[config.mk]
export PLATFORM = sky130hd
export DESIGN_NAME = ifetch_unit_flat
export DESIGN_NICKNAME = d
export VERILOG_FILES = /design/src/rtl/fetch_pkg.sv /design/src/rtl/ifetch_unit_if.sv /design/src/rtl/sat_counter.sv /design/src/rtl/ifetch_unit.sv /design/src/flat_wrapper.sv
export SDC_FILE = /design/constraint.sdc
export NUM_CORES = 1
export LEC_CHECK = 0
export CORE_MARGIN = 4
export CORE_UTILIZATION = 45
export CTS_CLUSTER_SIZE = 25
export DETAILED_ROUTE_END_ITERATION = 16
export PLACE_DENSITY = 0.75
export SYNTH_ARGS = -nofsm -noshare
export SYNTH_HDL_FRONTEND = slang
export SYNTH_SLANG_ARGS = --single-unit
[constraint.sdc]
create_clock -name clk -period 5.6 [get_ports clk]
set_clock_uncertainty 0.05 [all_clocks]
set_input_delay 1.68 -clock clk [delete_from_list [all_inputs] [get_ports clk]]
set_output_delay 1.68 -clock clk [all_outputs]
set_load 0.05 [all_outputs]
[src/rtl/fetch_pkg.sv]
// rtl/fetch_pkg.sv - shared types and constants for the instruction fetch unit
package fetch_pkg;

    typedef enum logic [1:0] {
        ST_IDLE = 2'd0,
        ST_WAIT = 2'd1,
        ST_ERR  = 2'd2
    } fetch_state_e;

    localparam logic [31:0] NOP_INSTR        = 32'h0000_0000;
    localparam int          MAX_WAIT_DEFAULT = 15;

endpackage

[src/rtl/ifetch_unit_if.sv]
// rtl/ifetch_unit_if.sv - instruction memory read request/response bus
interface ifetch_unit_if;

    logic        mem_req;
    logic [31:0] mem_addr;
    logic        mem_ack;
    logic [31:0] mem_rdata;

    modport master (
        output mem_req,
        output mem_addr,
        input  mem_ack,
        input  mem_rdata
    );

    modport slave (
        input  mem_req,
        input  mem_addr,
        output mem_ack,
        output mem_rdata
    );

endinterface

[src/rtl/sat_counter.sv]
// rtl/sat_counter.sv - saturating up-counter with enable
module sat_counter #(
    parameter int WIDTH = 32
) (
    input  logic             clk,
    input  logic             rst_n,
    input  logic             en_i,
    output logic [WIDTH-1:0] count_o
);

    logic [WIDTH-1:0] count_q;

    always_ff @(posedge clk or negedge rst_n) begin
        if (!rst_n) begin
            count_q <= '0;
        end else if (en_i && (count_q != '1)) begin
            count_q <= count_q + WIDTH'(1);
        end
    end

    assign count_o = count_q;

endmodule

[src/rtl/ifetch_unit.sv]
// rtl/ifetch_unit.sv - single-entry fetch buffer with miss handling, timeout and stall accounting
module ifetch_unit
    import fetch_pkg::*;
#(
    parameter int MAX_WAIT = MAX_WAIT_DEFAULT
) (
    input  logic                clk,
    input  logic                reset,
    input  logic [31:0]         pcf,
    output logic [31:0]         instrf,
    output logic                fetch_stall,
    ifetch_unit_if.master       mem,
    output logic                fetch_err,
    output logic [31:0]         stall_count
);

    localparam int WCW = $clog2(MAX_WAIT + 1);

    fetch_state_e state_q, state_d;
    logic         buf_valid_q, buf_valid_d;
    logic [31:0]  buf_addr_q, buf_addr_d;
    logic [31:0]  buf_data_q, buf_data_d;
    logic         mem_req_q, mem_req_d;
    logic [31:0]  mem_addr_q, mem_addr_d;
    logic [WCW-1:0] wait_cnt_q, wait_cnt_d;
    logic         hit;
    logic         in_err;

    assign hit    = buf_valid_q && (buf_addr_q == pcf);
    assign in_err = (state_q == ST_ERR);

    // ERR overrides a tag hit: the processor must never see an instruction after a fault.
    assign fetch_stall  = in_err || !hit;
    assign instrf       = fetch_stall ? NOP_INSTR : buf_data_q;
    assign fetch_err    = in_err;
    assign mem.mem_req  = mem_req_q;
    assign mem.mem_addr = mem_addr_q;

    always_ff @(posedge clk or negedge reset) begin
        if (!reset) begin
            state_q     <= ST_IDLE;
            buf_valid_q <= 1'b0;
            buf_addr_q  <= '0;
            buf_data_q  <= '0;
            mem_req_q   <= 1'b0;
            mem_addr_q  <= '0;
            wait_cnt_q  <= '0;
        end else begin
            state_q     <= state_d;
            buf_valid_q <= buf_valid_d;
            buf_addr_q  <= buf_addr_d;
            buf_data_q  <= buf_data_d;
            mem_req_q   <= mem_req_d;
            mem_addr_q  <= mem_addr_d;
            wait_cnt_q  <= wait_cnt_d;
        end
    end

    always_comb begin
        state_d     = state_q;
        buf_valid_d = buf_valid_q;
        buf_addr_d  = buf_addr_q;
        buf_data_d  = buf_data_q;
        mem_req_d   = mem_req_q;
        mem_addr_d  = mem_addr_q;
        wait_cnt_d  = wait_cnt_q;

        unique case (state_q)
            ST_IDLE: begin
                if (!hit) begin
                    if (pcf[1:0] == 2'b00) begin
                        state_d    = ST_WAIT;
                        mem_req_d  = 1'b1;
                        mem_addr_d = pcf;
                        wait_cnt_d = '0;
                    end else begin
                        state_d = ST_ERR;
                    end
                end
            end
            ST_WAIT: begin
                // A redirect does not cancel the request; the refill lands and the tag compare sorts it out.
                if (mem.mem_ack) begin
                    buf_valid_d = 1'b1;
                    buf_addr_d  = mem_addr_q;
                    buf_data_d  = mem.mem_rdata;
                    mem_req_d   = 1'b0;
                    state_d     = ST_IDLE;
                end else if (wait_cnt_q == WCW'(MAX_WAIT - 1)) begin
                    mem_req_d = 1'b0;
                    state_d   = ST_ERR;
                end else begin
                    wait_cnt_d = wait_cnt_q + WCW'(1);
                end
            end
            ST_ERR: begin
                mem_req_d = 1'b0;
            end
            default: begin
                state_d   = ST_ERR;
                mem_req_d = 1'b0;
            end
        endcase
    end

    sat_counter #(
        .WIDTH (32)
    ) u_stall_cnt (
        .clk     (clk),
        .rst_n   (reset),
        .en_i    (fetch_stall),
        .count_o (stall_count)
    );

endmodule

[src/flat_wrapper.sv]
// flat-port wrapper written by rule: the top's interface ports become plain ports
module ifetch_unit_flat import fetch_pkg::*;
#(
    parameter int MAX_WAIT = MAX_WAIT_DEFAULT
)
  (clk, reset, pcf, instrf, fetch_stall, fetch_err, stall_count, mem_mem_req, mem_mem_addr, mem_mem_ack, mem_mem_rdata);
  ifetch_unit_if mem_i ();
  input  logic clk;
  input  logic reset;
  input  logic [31:0] pcf;
  output logic [31:0] instrf;
  output logic fetch_stall;
  output logic fetch_err;
  output logic [31:0] stall_count;
  output wire logic [$bits(mem_i.mem_req)-1:0] mem_mem_req;
  output wire logic [$bits(mem_i.mem_addr)-1:0] mem_mem_addr;
  input wire logic [$bits(mem_i.mem_ack)-1:0] mem_mem_ack;
  input wire logic [$bits(mem_i.mem_rdata)-1:0] mem_mem_rdata;
  assign mem_mem_req = mem_i.mem_req;
  assign mem_mem_addr = mem_i.mem_addr;
  assign mem_i.mem_ack = mem_mem_ack;
  assign mem_i.mem_rdata = mem_mem_rdata;
  ifetch_unit #(.MAX_WAIT(MAX_WAIT)) u_core (.clk(clk), .reset(reset), .pcf(pcf), .instrf(instrf), .fetch_stall(fetch_stall), .mem(mem_i), .fetch_err(fetch_err), .stall_count(stall_count));
endmodule
==> impl_results.html <==
<table>
<tr><th>Metric</th><th>Value</th></tr>
<tr><th colspan="2">Outcome</th></tr>
<tr><td>Status</td><td>complete, no violations</td></tr>
<tr><th colspan="2">Hold path</th></tr>
<tr><td>Hold Path Sink</td><td>u_core.buf_valid_q$_DFFE_PN0P_</td></tr>
<tr><td>Worst min path class</td><td>register to register</td></tr>
<tr><td>Hold wc startpoint</td><td>u_core.buf_valid_q$_DFFE_PN0P_</td></tr>
<tr><td>Depth of the worst hold-timing path</td><td>1</td></tr>
<tr><th colspan="2">Clocking</th></tr>
<tr><td>Clock tree from TritonCTS</td><td>yes</td></tr>
<tr><td>H-tree depth reported by CTS</td><td>4</td></tr>
<tr><td>Clock slew seen by the registers of the worst setup and hold paths</td><td>0.05 ns</td></tr>
<tr><td>Clock sink total</td><td>136</td></tr>
<tr><td>Number of buffers created by CTS</td><td>17</td></tr>
<tr><td>Root buf cell</td><td>clkbuf_16</td></tr>
<tr><td>Source-to-sink clock delay at the later pin of the worst-skew pair</td><td>0.41 ns</td></tr>
<tr><td># hold bufs at CTS</td><td>0</td></tr>
<tr><td>Maximum buffer depth of the clock tree</td><td>2</td></tr>
<tr><th colspan="2">Global route</th></tr>
<tr><td>Antenna violations before repair</td><td>0</td></tr>
<tr><td>Met3 global-route usage</td><td>7.29%</td></tr>
<tr><td>Global-route layer with the greatest usage</td><td>met2</td></tr>
<tr><td>Global-route wire length before repair</td><td>24.3 mm</td></tr>
<tr><td>Global route total overflow</td><td>0</td></tr>
<tr><td>Global-route usage over all layers</td><td>19.3%</td></tr>
<tr><td>Largest net degree at the start of global routing</td><td>112</td></tr>
<tr><td>Met1 routing resource usage after global routing</td><td>24.0%</td></tr>
<tr><td>Via count of the first global-routing pass</td><td>4686</td></tr>
<tr><td>Met2 usage in global routing</td><td>30.8%</td></tr>
<tr><th colspan="2">Yosys</th></tr>
<tr><td>Fraction of the mapped netlist area in adder cells</td><td>0.606%</td></tr>
<tr><td>Synth Area in Simple Gates</td><td>14.8%</td></tr>
<tr><td>Share of synthesized registers carrying an async set or reset</td><td>100%</td></tr>
<tr><td>Synthesized netlist net count</td><td>563</td></tr>
<tr><td>Mean cell area of the mapped netlist</td><td>12.6 um^2</td></tr>
<tr><td>Flip-flop and latch count after synthesis</td><td>136</td></tr>
<tr><td>Cell count after synthesis</td><td>493</td></tr>
<tr><td>Main combinational cell family by area after synthesis</td><td>multiplexers</td></tr>
<tr><td>Fraction of synthesized cell area in xor and xnor cells</td><td>7.36%</td></tr>
<tr><td>Post-synthesis sequential area ratio</td><td>55.0%</td></tr>
<tr><td>Compound-cell area share of the yosys netlist</td><td>2.34%</td></tr>
<tr><td>Multiplexer share of the synthesized area</td><td>17.5%</td></tr>
<tr><td>Number of synthesis warnings</td><td>0</td></tr>
<tr><td>Most instantiated flip-flop cell in the synthesis netlist</td><td>dfrtp_1</td></tr>
<tr><td>Mapped cell area</td><td>0.00619 mm^2</td></tr>
<tr><td>Number of enable-type register cells in the synthesized netlist</td><td>0</td></tr>
<tr><td>Count of cell types in the netlist</td><td>40</td></tr>
<tr><th colspan="2">Worst setup path</th></tr>
<tr><td>Required time of the worst setup path</td><td>3.87 ns</td></tr>
<tr><td>CP max-delay cell</td><td>clkdlybuf4s50_1</td></tr>
<tr><td>Startpoint of the lowest-slack register-to-register path</td><td>u_core.u_stall_cnt.count_o[0]$_DFFE_PN0P_</td></tr>
<tr><td>Endpoint class of the critical path</td><td>output port</td></tr>
<tr><td>Critical path fanouts, max</td><td>18</td></tr>
<tr><td>Depth of the worst register-to-register path</td><td>7</td></tr>
<tr><td>Capture instance of the worst register-to-register path</td><td>u_core.u_stall_cnt.count_o[1]$_DFFE_PN0P_</td></tr>
<tr><td>CP Cell Sequence</td><td>clkdlybuf4s50_1 -&gt; xor2_1 -&gt; nor4_1 -&gt; buf_4 -&gt; nand4_1 -&gt; nor4_4 -&gt; buf_4 -&gt; buf_12 -&gt; and2_1 -&gt; buf_12</td></tr>
<tr><td>Arrival time of data at the critical path endpoint</td><td>3.82 ns</td></tr>
<tr><td>Critical setup path kind</td><td>input port to output port</td></tr>
<tr><td>R2R setup slack</td><td>2.89 ns</td></tr>
<tr><td>Kind of launch point of the worst setup path</td><td>input port</td></tr>
<tr><td>Crit-path max cell delay</td><td>0.43 ns</td></tr>
<tr><th colspan="2">Placement</th></tr>
<tr><td>Cell total after placement</td><td>824</td></tr>
<tr><td>Placed wire-length estimate after detailed placement</td><td>10.4 mm</td></tr>
<tr><td>Routability cong.</td><td>0.792</td></tr>
<tr><td>Count of input and output buffers</td><td>165</td></tr>
<tr><th colspan="2">Pwr</th></tr>
<tr><td>PnR Total Power</td><td>2.17 mW</td></tr>
<tr><td>Pwr per Cell Area</td><td>241 mW/mm^2</td></tr>
<tr><td>Leakage power total</td><td>4.17 nW</td></tr>
<tr><td>Max VDD drop</td><td>0.178 mV</td></tr>
<tr><th colspan="2">Routing</th></tr>
<tr><td>Drt via density</td><td>5.19</td></tr>
<tr><td>Detailed-router iteration count before antenna repair</td><td>4</td></tr>
<tr><td>Antenna Violating Nets Remaining</td><td>0</td></tr>
<tr><td>Total Routed Length</td><td>14.8 mm</td></tr>
<tr><td>Number of vias in the routed layout</td><td>4462</td></tr>
<tr><td>Remaining design rule violation count</td><td>0</td></tr>
<tr><td>Starting DRC count in detailed routing</td><td>303</td></tr>
<tr><td>Post-detailed-route wirelength per cell</td><td>17.2 um</td></tr>
<tr><th colspan="2">Cells and area</th></tr>
<tr><td>Layout cell share with drive strength beyond 1</td><td>25.0%</td></tr>
<tr><td>Utilization after layout</td><td>67.7%</td></tr>
<tr><td>Non-Filler Instances</td><td>860</td></tr>
<tr><td>Fin nets</td><td>741</td></tr>
<tr><td>FILL cells</td><td>1030</td></tr>
<tr><td>Synthesis-to-layout area growth</td><td>46.0%</td></tr>
<tr><td>Number of inserted diodes</td><td>0</td></tr>
<tr><th colspan="2">Die</th></tr>
<tr><td>Core Box Area</td><td>0.0133 mm^2</td></tr>
<tr><td>DIE HEIGHT</td><td>125 um</td></tr>
<tr><td>Die Outline Area</td><td>0.0157 mm^2</td></tr>
<tr><td>Chip Width</td><td>125 um</td></tr>
<tr><td>Num rows</td><td>42</td></tr>
<tr><td>Effective utilization at floorplan</td><td>46.4%</td></tr>
<tr><td>Top Ports</td><td>166</td></tr>
<tr><th colspan="2">STA</th></tr>
<tr><td>Total negative setup slack</td><td>0 ns</td></tr>
<tr><td>Finish-stage setup viols</td><td>0</td></tr>
<tr><td>Hold slack</td><td>0.411 ns</td></tr>
<tr><td>Time the final worst path needs with I/O delays and setup</td><td>5.55 ns</td></tr>
<tr><td>Headroom to the max-slew limit</td><td>31.1%</td></tr>
<tr><td>Number of hold violations in the final report</td><td>0</td></tr>
<tr><td>Count of final max-slew check failures</td><td>0</td></tr>
<tr><td>Portion of the clock cycle consumed by the worst path in the final layout</td><td>99.1%</td></tr>
<tr><td>Max frequency</td><td>180 MHz</td></tr>
<tr><td>Actual transition at the worst max-transition pin</td><td>1.03 ns</td></tr>
<tr><th colspan="2">Job</th></tr>
<tr><td>Total of max-cap violations</td><td>0</td></tr>
</table>
[worst max-delay path: cells and delay by family]
family,cells,cell delay [ns]
xor gates and xnor gates,1,0.19
buffers and inverters,5,1.10
and+or+nand+nor,4,0.84
[flip-flops by register name, indices dropped and copies added, names as in the netlist]
name	flops
u_core.mem.mem_req	1
u_core.buf_addr_q	32
u_core.mem.mem_addr	32
u_core.buf_valid_q	1
u_core.wait_cnt_q	4
u_core.buf_data_q	32
u_core.state_q	2
u_core.u_stall_cnt.count_o	32
[per-stage QoR]
step / area (um^2) / setup WS (ns)
detailed placement: 8360 / -0.00920
floorplan: 6190 / 0.319
CTS: 8960 / 0.00664
finish: 9040 / 0.0495
global placement: 8360 / 0.0613
global route: 9040 / -0.00792
[cell type report]
| type | count | area (um^2) | share of cell area, % |
|---|---|---|---|
| Inverter | 11 | 41.3 | 0.457 |
| Sequential cell | 136 | 3400 | 37.7 |
| Clock inverter | 8 | 92.6 | 1.02 |
| Multi-Input combinational cell | 326 | 2670 | 29.6 |
| Clock buffer | 24 | 502 | 5.55 |
| Timing Repair Buffer | 179 | 2110 | 23.3 |
| Tap cell | 176 | 220 | 2.44 |
[report_power, final]
part / internal [mW] / total [mW] / switching (mW) / leakage [nW]
clock network: 0.710 / 1.10 / 0.393 / 0.296
logic: 0.0497 / 0.0878 / 0.0380 / 2.11
registers: 0.983 / 0.983 / 0 / 1.76
total: 1.74 / 2.17 / 0.431 / 4.17
[Yosys cell counts, drive strengths merged, types with 4 or more instances]
master / instances / area share (%)
dfrtp: 136 / 55
mux2: 96 / 17
xor2: 50 / 7.1
and2: 40 / 4.0
nor3: 25 / 2.0
nand3: 20 / 1.6
nand2: 18 / 1.1
nand2b: 12 / 1.2
inv: 11 / 0.67
nor2: 11 / 0.71
buf: 10 / 1.2
clkbuf: 10 / 0.61
nor4: 8 / 1.1
nand4: 6 / 0.61
and4: 5 / 0.71
nor3b: 5 / 0.61
and3: 4 / 0.40
[worst max path at each step]
stage / start / endpoint / slack (ns) / depth (start not counted)
4_1_cts: pcf[15] / instrf[21] / 0.007 / 9
6_report: pcf[16] / instrf[8] / 0.05 / 10
2_1_floorplan: pcf[1] / instrf[12] / 0.32 / 7
3_5_place_dp: pcf[8] / instrf[21] / -0.009 / 8
3_3_place_gp: pcf[8] / instrf[12] / 0.06 / 8
5_1_grt: pcf[7] / instrf[8] / -0.008 / 10
[logic make-up (layout without fill, tap and decap cells)]
kind of cell    count (synthesis)  count (layout)
compound gates                 15              15
flops                         136             136
buf+inv                        31             222
simple gates                  160             160
fa+ha+maj                       3               3
xor+xnor                       52              52
mux                            96              96
[repair_timing]
item,in CTS,in global routing
buffers inserted,0,3
pin swaps,1,4
gates resized for setup,1,6
endpoints found under the setup margin,8,32
gates cloned,0,1
endpoints found under the hold margin,0,0
[placed cells by master, fill, tap and decap left out, drive strengths merged, types with 2 or more instances in the layout]
cell type        n
buf             47
and3             4
nand2           18
and2            40
inv             11
ha               3
nand3           20
xnor2            2
nand2b          12
nor4             8
clkbuf          25
a311o            2
nor2            11
nor3b            5
nor3            25
xor2            50
nand4            6
mux2            96
nor2b            3
clkinv           5
o2111a           3
bufinv           2
clkdlybuf4s50  131
dfrtp          136
and4             5
[routing by layer]
metal | part of all wire, % | routed length [um]
met1 | 41 | 6000
met5 | 0 | 0
met3 | 7.9 | 1170
met4 | 2.0 | 295
met2 | 49 | 7320
(Power assumes the default switching activity.)
